File: config.mk
export PLATFORM = sky130hd
export DESIGN_NAME = el2_lsu_dccm_arb
export DESIGN_NICKNAME = d
export VERILOG_FILES = /design/src/rtl/el2_pkg.sv /design/src/rtl/el2_dccm_init_seq.sv /design/src/rtl/el2_lsu_dccm_arb.sv
export SDC_FILE = /design/constraint.sdc
export NUM_CORES = 1
export LEC_CHECK = 0
export ABC_AREA = 1
export BUFFER_PORTS_ARGS = -buffer_cell sky130_fd_sc_hd__buf_2
export CORE_AREA = 3 3 208 210
export CTS_CLUSTER_DIAMETER = 60
export CTS_CLUSTER_SIZE = 20
export DETAILED_ROUTE_END_ITERATION = 10
export DIE_AREA = 0 0 211 213
export GPL_TIMING_DRIVEN = 0
export SYNTH_ARGS = -nofsm -noshare
export SYNTH_HDL_FRONTEND = slang
export SYNTH_SLANG_ARGS = --single-unit
File: constraint.sdc
create_clock -name clk -period 2.3 [get_ports clk]
set_clock_uncertainty 0.1 [all_clocks]
set_input_delay 0.115 -clock clk [delete_from_list [all_inputs] [get_ports clk]]
set_output_delay 0.115 -clock clk [all_outputs]
set_load 0.05 [all_outputs]
File: src/rtl/el2_pkg.sv
// Shared types for the DCCM access arbiter: configuration record, arbiter
// state encoding and the requester id carried on read responses.
package el2_pkg;

    typedef struct packed {
        int unsigned DCCM_BITS;
        int unsigned DCCM_FDATA_WIDTH;
        int unsigned DCCM_BYTE_WIDTH;
    } el2_param_t;

    // 64 KiB DCCM, 32-bit data plus 7 ECC bits, 4-byte words.
    localparam el2_param_t EL2_PARAM_DEFAULT = '{
        DCCM_BITS:        16,
        DCCM_FDATA_WIDTH: 39,
        DCCM_BYTE_WIDTH:  4
    };

    typedef enum logic [1:0] {
        WAIT = 2'd0,
        INIT = 2'd1,
        RUN  = 2'd2
    } el2_dccm_arb_state_t;

    typedef enum logic {
        LSU = 1'b0,
        DMA = 1'b1
    } el2_dccm_req_id_e;

endpackage

File: src/rtl/el2_dccm_init_seq.sv
// Post-reset zero-fill sequencer: walks a word counter across the whole
// DCCM while the arbiter is in INIT and flags the final word.
module el2_dccm_init_seq #(
    parameter int CNT_W = 14
) (
    input  logic             clk,
    input  logic             rst_l,
    input  logic             active,
    output logic [CNT_W-1:0] count,
    output logic             done
);

    logic [CNT_W-1:0] count_q;

    // One word is written per active cycle; an async reset restarts at word 0.
    always_ff @(posedge clk or negedge rst_l) begin
        if (!rst_l) begin
            count_q <= '0;
        end else if (active) begin
            count_q <= count_q + 1'b1;
        end
    end

    assign count = count_q;
    // Asserted during the write of the last word (counter all ones).
    assign done  = active && (&count_q);

endmodule

File: src/rtl/el2_lsu_dccm_arb.sv
// Single-port DCCM access controller. Arbitrates LSU, DMA and the post-reset
// zero-fill sequencer onto one memory port, tags read data with its owner one
// cycle after the read, and promotes DMA over LSU after a bounded wait.
//
// Handshake: a requester raises *_req_valid with a stable payload and holds
// both until it sees *_req_ready high in the same cycle; that cycle is the
// transfer. Ready is combinational from valid and state, and a raised valid
// is never withdrawn before its transfer.
module el2_lsu_dccm_arb
    import el2_pkg::*;
#(
    parameter el2_param_t pt           = EL2_PARAM_DEFAULT,
    parameter int         DMA_MAX_WAIT = 4,
    parameter int         INIT_EN      = 1
) (
    input  logic                             clk,
    input  logic                             rst_l,

    input  logic                             lsu_req_valid,
    output logic                             lsu_req_ready,
    input  logic                             lsu_req_write,
    input  logic [pt.DCCM_BITS-1:0]          lsu_req_addr_lo,
    input  logic [pt.DCCM_BITS-1:0]          lsu_req_addr_hi,
    input  logic [pt.DCCM_FDATA_WIDTH-1:0]   lsu_req_wdata_lo,
    input  logic [pt.DCCM_FDATA_WIDTH-1:0]   lsu_req_wdata_hi,

    input  logic                             dma_req_valid,
    output logic                             dma_req_ready,
    input  logic                             dma_req_write,
    input  logic [pt.DCCM_BITS-1:0]          dma_req_addr_lo,
    input  logic [pt.DCCM_BITS-1:0]          dma_req_addr_hi,
    input  logic [pt.DCCM_FDATA_WIDTH-1:0]   dma_req_wdata_lo,
    input  logic [pt.DCCM_FDATA_WIDTH-1:0]   dma_req_wdata_hi,

    output logic                             dccm_wren,
    output logic                             dccm_rden,
    output logic [pt.DCCM_BITS-1:0]          dccm_wr_addr_lo,
    output logic [pt.DCCM_BITS-1:0]          dccm_wr_addr_hi,
    output logic [pt.DCCM_BITS-1:0]          dccm_rd_addr_lo,
    output logic [pt.DCCM_BITS-1:0]          dccm_rd_addr_hi,
    output logic [pt.DCCM_FDATA_WIDTH-1:0]   dccm_wr_data_lo,
    output logic [pt.DCCM_FDATA_WIDTH-1:0]   dccm_wr_data_hi,
    input  logic [pt.DCCM_FDATA_WIDTH-1:0]   dccm_rd_data_lo,
    input  logic [pt.DCCM_FDATA_WIDTH-1:0]   dccm_rd_data_hi,

    output logic                             rsp_valid,
    output logic                             rsp_id,
    output logic [pt.DCCM_FDATA_WIDTH-1:0]   rsp_data_lo,
    output logic [pt.DCCM_FDATA_WIDTH-1:0]   rsp_data_hi,

    output logic                             init_done,
    output el2_dccm_arb_state_t              dbg_state
);

    localparam int unsigned AW = pt.DCCM_BITS;
    localparam int unsigned FW = pt.DCCM_FDATA_WIDTH;
    localparam int unsigned CW = pt.DCCM_BITS - 2;
    localparam int unsigned WW = (DMA_MAX_WAIT < 1) ? 1 : $clog2(DMA_MAX_WAIT + 1);

    el2_dccm_arb_state_t state_q, state_d;
    el2_dccm_req_id_e    grant_id;
    el2_dccm_req_id_e    rsp_id_q;

    logic [WW-1:0] dma_wait_q, dma_wait_d;
    logic          dma_pri;
    logic          grant_lsu, grant_dma, grant;
    logic          init_active, init_last;
    logic [CW-1:0] init_count;
    logic [AW-1:0] init_addr;
    logic          rsp_pend_q;
    logic          init_done_q;

    logic          win_write;
    logic [AW-1:0] win_addr_lo, win_addr_hi;
    logic [FW-1:0] win_wdata_lo, win_wdata_hi;

    el2_dccm_init_seq #(
        .CNT_W (CW)
    ) u_init_seq (
        .clk    (clk),
        .rst_l  (rst_l),
        .active (init_active),
        .count  (init_count),
        .done   (init_last)
    );

    // Word counter scaled to a byte address; lo and hi banks get the same word.
    assign init_addr = AW'(init_count * pt.DCCM_BYTE_WIDTH);

    // DMA has been blocked long enough to outrank the LSU this cycle.
    assign dma_pri = (dma_wait_q == WW'(DMA_MAX_WAIT));

    // Next-state and grant selection; nothing is granted outside RUN.
    always_comb begin
        state_d     = state_q;
        init_active = 1'b0;
        grant_lsu   = 1'b0;
        grant_dma   = 1'b0;
        case (state_q)
            WAIT: begin
                if (INIT_EN != 0) state_d = INIT;
                else              state_d = RUN;
            end
            INIT: begin
                init_active = 1'b1;
                if (init_last) state_d = RUN;
            end
            RUN: begin
                if (dma_req_valid && (dma_pri || !lsu_req_valid)) grant_dma = 1'b1;
                else if (lsu_req_valid)                           grant_lsu = 1'b1;
            end
            default: state_d = WAIT;
        endcase
    end

    assign grant         = grant_lsu | grant_dma;
    assign lsu_req_ready = grant_lsu;
    assign dma_req_ready = grant_dma;

    // Winner id and payload mux.
    always_comb begin
        grant_id     = LSU;
        win_write    = lsu_req_write;
        win_addr_lo  = lsu_req_addr_lo;
        win_addr_hi  = lsu_req_addr_hi;
        win_wdata_lo = lsu_req_wdata_lo;
        win_wdata_hi = lsu_req_wdata_hi;
        if (grant_dma) begin
            grant_id     = DMA;
            win_write    = dma_req_write;
            win_addr_lo  = dma_req_addr_lo;
            win_addr_hi  = dma_req_addr_hi;
            win_wdata_lo = dma_req_wdata_lo;
            win_wdata_hi = dma_req_wdata_hi;
        end
    end

    // Memory strobes and buses; whatever is not in use this cycle is driven 0.
    always_comb begin
        dccm_wren       = 1'b0;
        dccm_rden       = 1'b0;
        dccm_wr_addr_lo = '0;
        dccm_wr_addr_hi = '0;
        dccm_rd_addr_lo = '0;
        dccm_rd_addr_hi = '0;
        dccm_wr_data_lo = '0;
        dccm_wr_data_hi = '0;
        if (init_active) begin
            // All-zero data is a valid ECC codeword, so zero-fill needs no encoder.
            dccm_wren       = 1'b1;
            dccm_wr_addr_lo = init_addr;
            dccm_wr_addr_hi = init_addr;
        end else if (grant && win_write) begin
            dccm_wren       = 1'b1;
            dccm_wr_addr_lo = win_addr_lo;
            dccm_wr_addr_hi = win_addr_hi;
            dccm_wr_data_lo = win_wdata_lo;
            dccm_wr_data_hi = win_wdata_hi;
        end else if (grant) begin
            dccm_rden       = 1'b1;
            dccm_rd_addr_lo = win_addr_lo;
            dccm_rd_addr_hi = win_addr_hi;
        end
    end

    // Starvation counter: counts blocked DMA cycles in RUN, saturates, clears on grant.
    always_comb begin
        dma_wait_d = dma_wait_q;
        if (grant_dma) begin
            dma_wait_d = '0;
        end else if ((state_q == RUN) && dma_req_valid && !dma_pri) begin
            dma_wait_d = dma_wait_q + 1'b1;
        end
    end

    // State, starvation counter, pending read tag and the usable flag.
    always_ff @(posedge clk or negedge rst_l) begin
        if (!rst_l) begin
            state_q     <= WAIT;
            dma_wait_q  <= '0;
            rsp_pend_q  <= 1'b0;
            rsp_id_q    <= LSU;
            init_done_q <= 1'b0;
        end else begin
            state_q     <= state_d;
            dma_wait_q  <= dma_wait_d;
            rsp_pend_q  <= dccm_rden;
            if (dccm_rden) rsp_id_q <= grant_id;
            // Looks at the next state so the flag rises right after the last init write.
            init_done_q <= (state_d == RUN);
        end
    end

    assign rsp_valid   = rsp_pend_q;
    assign rsp_id      = rsp_id_q;
    // Memory returns data one cycle after rden; forward it only when a read is pending.
    assign rsp_data_lo = rsp_pend_q ? dccm_rd_data_lo : '0;
    assign rsp_data_hi = rsp_pend_q ? dccm_rd_data_hi : '0;
    assign init_done   = init_done_q;
    assign dbg_state   = state_q;

endmodule
==> flow_summary.ini <==
[power_and_ir_drop]
internal_power_mw = 0.851
netSwitchingFraction_pct = 31.1
worst_ir_drop_vdd_mv = 0.224
power.share.combinational_pct = 38.8
power_density_mw_per_mm2 = 128
sequentialPowerShare_pct = 31.6
total_power_mw = 1.24
clockPowerShare_pct = 29.7
total_switching_power_mw = 0.384
p_leak_nw = 5.60

[grt]
grt.total_usage_pct = 12.6
grt_antenna_before_repair = 8
first_global_vias = 6729
pin_count_of_the_biggest_net_entering_global_routing = 23
grt_pass1_wl_um = 42300
overflow = 0

[floorplanning]
initial_utilization_pct = 9.21
design.portCount = 533
fp-row-count = 75
dieArea_mm2 = 0.0449
chipHeight_um = 213
die_w_um = 211
coreArea_mm2 = 0.0418

[route]
wire_per_inst_um = 17.7
m1WireLength_um = 12700
met2_wirelength_um = 16600
post-route-drc-count = 0
vias = 7391
routed.top_layer = met5
met3_wirelength_um = 2630
drt-initial-drc-count = 398
wirelength_um = 33500
route.detailed.vias_per_inst = 3.90
detail_route.first_pass.iterations = 6
detail-route-antenna-nets = 0

[placement]
port_buffers = 532
routabilityCongestion = 0.896
dp.final_hpwl_um = 27400
place.detailed.instances = 1861

[status]
run_status = finished clean

[clocking]
clock_latency_of_the_later_clocked_register_in_the_worst_skew_pair_ps = 260
cts-htree-levels = 1
cts.path.max_buffers = 2
clock_pin_slew_on_the_worst_setup_and_hold_paths_ps = 60
tritoncts.num_buffers = 3
cts.sinks = 22
ctsRootBufferMaster = sky130_fd_sc_hd__clkbuf_16
cts_tree = done

[sta]
final.period_utilization_pct = 99.5
max_slew.worst_pin.slew_ps = 546
drv_slew = 0
finalHoldViolations = 0
totalNegativeSetupSlack_ps = 0
finalCriticalPeriod_ps = 2290
whs_ps = 110
clock.fmax_mhz = 437
grt_setup_unrepaired = true
worst_slew_margin_relative_to_its_limit_pct = 63.3
report.final.setup_viol = 0

[worst_setup_path]
critPathLaunchType = flip-flop
crit_required_ps = 2090
endpoint_kind = primary output
worst-endpoint-arrival_ps = 2070
timing_worst_setup_path_type = flip-flop to primary output
critPathMaxFanout = 6

[yosys]
ranking_of_synthesized_cells_by_area = sky130_fd_sc_hd__nand2_1 37%, sky130_fd_sc_hd__dfrtp_1 14%, sky130_fd_sc_hd__a21oi_1 14%
yosys.cell_types.count = 25
ys_ff_latch = 22
synth_area_mm2 = 0.00384
synth_top_cell_area_share_pct = 36.9
synth.avg_cell_area_um2 = 4.87
synth_sequential_area_ratio_pct = 14.3
yosys_warnings = 0
synth_nets = 1097
yosys.area.top_type = sky130_fd_sc_hd__nand2_1
postSynthCellCount = 790

[min_path]
timing.hold.worst.class = primary input to flip-flop

[finish]
finish.utilization_pct = 23.2
final_net_count = 1659
synthToLayoutAreaGrowth_pct = 152
instances_no_fill = 1893
drive_gt1_share_pct = 55.9

[flow_run]
cap_violations = 0
==> worst paths after layout <==
kind                                from                  end  slack, ps  depth (start not counted)
max                         dbg_state[0]  dccm_wr_data_hi[34]         10                         11
min                        dma_req_write               rsp_id        110                          3
max reg2reg                 dbg_state[0]            rsp_valid        510                          9
min reg2reg                       rsp_id               rsp_id        380                          2
max in group asynchronous          rst_l            rsp_valid       1480                          2
min in group asynchronous          rst_l  u_init_seq.count[8]        270                          2
==> cell families after synthesis <==
family / count (synthesis) / synth area share, %
AND/OR/NAND/NOR: 473 / 49.3
buffers and inverters: 166 / 17.8
AO/OA/AOI/OAI: 118 / 15.8
flip-flops: 22 / 14.3
XOR/XNOR: 8 / 1.82
adder cells (fa/ha/maj): 3 / 0.976
==> layout make-up <==
type | instances | area [µm²]
Timing Repair Buffer | 559 | 3780
Antenna cell | 4 | 10.0
Clock buffer | 3 | 75.1
Multi-Input combinational cell | 603 | 3630
Buffer | 52 | 539
Sequential cell | 22 | 551
Inverter | 111 | 424
Fill cell | 4711 | 32100
Tap cell | 539 | 674
==> sequential cells by signal (all words and copies together), names as in the netlist <==
register	flops
dbg_state	2
dma_wait_q	3
init_done	1
rsp_id	1
rsp_valid	1
u_init_seq.count	14
==> power by group through the flow <==
stage | clock, mW | sequential (mW) | combinational, mW
after floorplan | 0 | 0.400 | 0.0944
after global placement | 0 | 0.397 | 0.405
after detailed placement | 0 | 0.397 | 0.406
after CTS | 0.377 | 0.390 | 0.445
after global routing | 0.394 | 0.390 | 0.519
final | 0.367 | 0.390 | 0.479
==> through the flow <==
step	setup slack (ps)	area [µm²]
after floorplan	-255	4120
after global placement	-670	7460
after detailed placement	-649	7460
after CTS	-38.0	8720
after global routing	-68.2	9690
final	12.4	9690
==> cell usage in the layout (no fill, tap or decap), types with 6 or more instances in the layout <==
cell                        Yosys  layout
sky130_fd_sc_hd__a21oi_2        2      48
sky130_fd_sc_hd__a21oi_4        0      56
sky130_fd_sc_hd__buf_12         0      13
sky130_fd_sc_hd__buf_2         13     398
sky130_fd_sc_hd__buf_4         12      54
sky130_fd_sc_hd__buf_6          0     101
sky130_fd_sc_hd__buf_8          0       7
sky130_fd_sc_hd__clkbuf_16      0      12
sky130_fd_sc_hd__clkbuf_2       0       6
sky130_fd_sc_hd__clkbuf_4       0      14
sky130_fd_sc_hd__dfrtp_1       22      22
sky130_fd_sc_hd__inv_1        110     108
sky130_fd_sc_hd__nand2_1      378     361
sky130_fd_sc_hd__nand2_2        1      12
sky130_fd_sc_hd__nand3_1       64      57
sky130_fd_sc_hd__nand4_1        6       6
sky130_fd_sc_hd__nor2_1        16       8
sky130_fd_sc_hd__nor2_2         0       8
==> synthesized netlist by cell type <==
cell                         n
sky130_fd_sc_hd__nor2_4      1
sky130_fd_sc_hd__o21ai_0     7
sky130_fd_sc_hd__a21oi_2     2
sky130_fd_sc_hd__or2_2       1
sky130_fd_sc_hd__buf_1       4
sky130_fd_sc_hd__nor2_1     16
sky130_fd_sc_hd__buf_4      12
sky130_fd_sc_hd__o31ai_1     1
sky130_fd_sc_hd__ha_1        3
sky130_fd_sc_hd__a211oi_1    1
sky130_fd_sc_hd__dfrtp_1    22
sky130_fd_sc_hd__nand2_4     1
sky130_fd_sc_hd__clkbuf_1   26
sky130_fd_sc_hd__inv_1     110
sky130_fd_sc_hd__xor2_1      3
sky130_fd_sc_hd__nand4_1     6
sky130_fd_sc_hd__xnor2_1     5
sky130_fd_sc_hd__nand2_2     1
sky130_fd_sc_hd__nand2_1   378
sky130_fd_sc_hd__a21oi_1   106
sky130_fd_sc_hd__nor3_1      5
sky130_fd_sc_hd__buf_2      13
sky130_fd_sc_hd__nand3_1    64
sky130_fd_sc_hd__inv_2       1
sky130_fd_sc_hd__a22oi_1     1
==> critical path, stage by stage (launching register included) <==
cell,delay (ps)
sky130_fd_sc_hd__dfrtp_1,410
sky130_fd_sc_hd__inv_2,90
sky130_fd_sc_hd__nand2_4,70
sky130_fd_sc_hd__nor2_4,110
sky130_fd_sc_hd__buf_12,150
sky130_fd_sc_hd__nand3_4,110
sky130_fd_sc_hd__nand2_8,110
sky130_fd_sc_hd__nand2_8,80
sky130_fd_sc_hd__clkbuf_16,180
sky130_fd_sc_hd__buf_12,140
sky130_fd_sc_hd__a21oi_4,160
sky130_fd_sc_hd__buf_6,180
==> what timing repair did <==
item / 4_1_cts / 5_1_grt
hold buffers: 1 / 0
setup buffers: 7 / 10
endpoints found under the hold margin: 22 / 0
resized for setup: 332 / 166
pin swaps: 5 / 8
setup endpoints to repair: 157 / 157
gates cloned: 2 / 8
==> per-layer routing <==
| metal | track usage [%] | up-vias |
|---|---|---|
| met5 | 0 | - |
| met4 | 5.66 | 8 |
| met3 | 2.51 | 70 |
| met2 | 22.2 | 419 |
| met1 | 14.8 | 3332 |
| li1 | - | 3562 |
(Power assumes the default switching activity.)
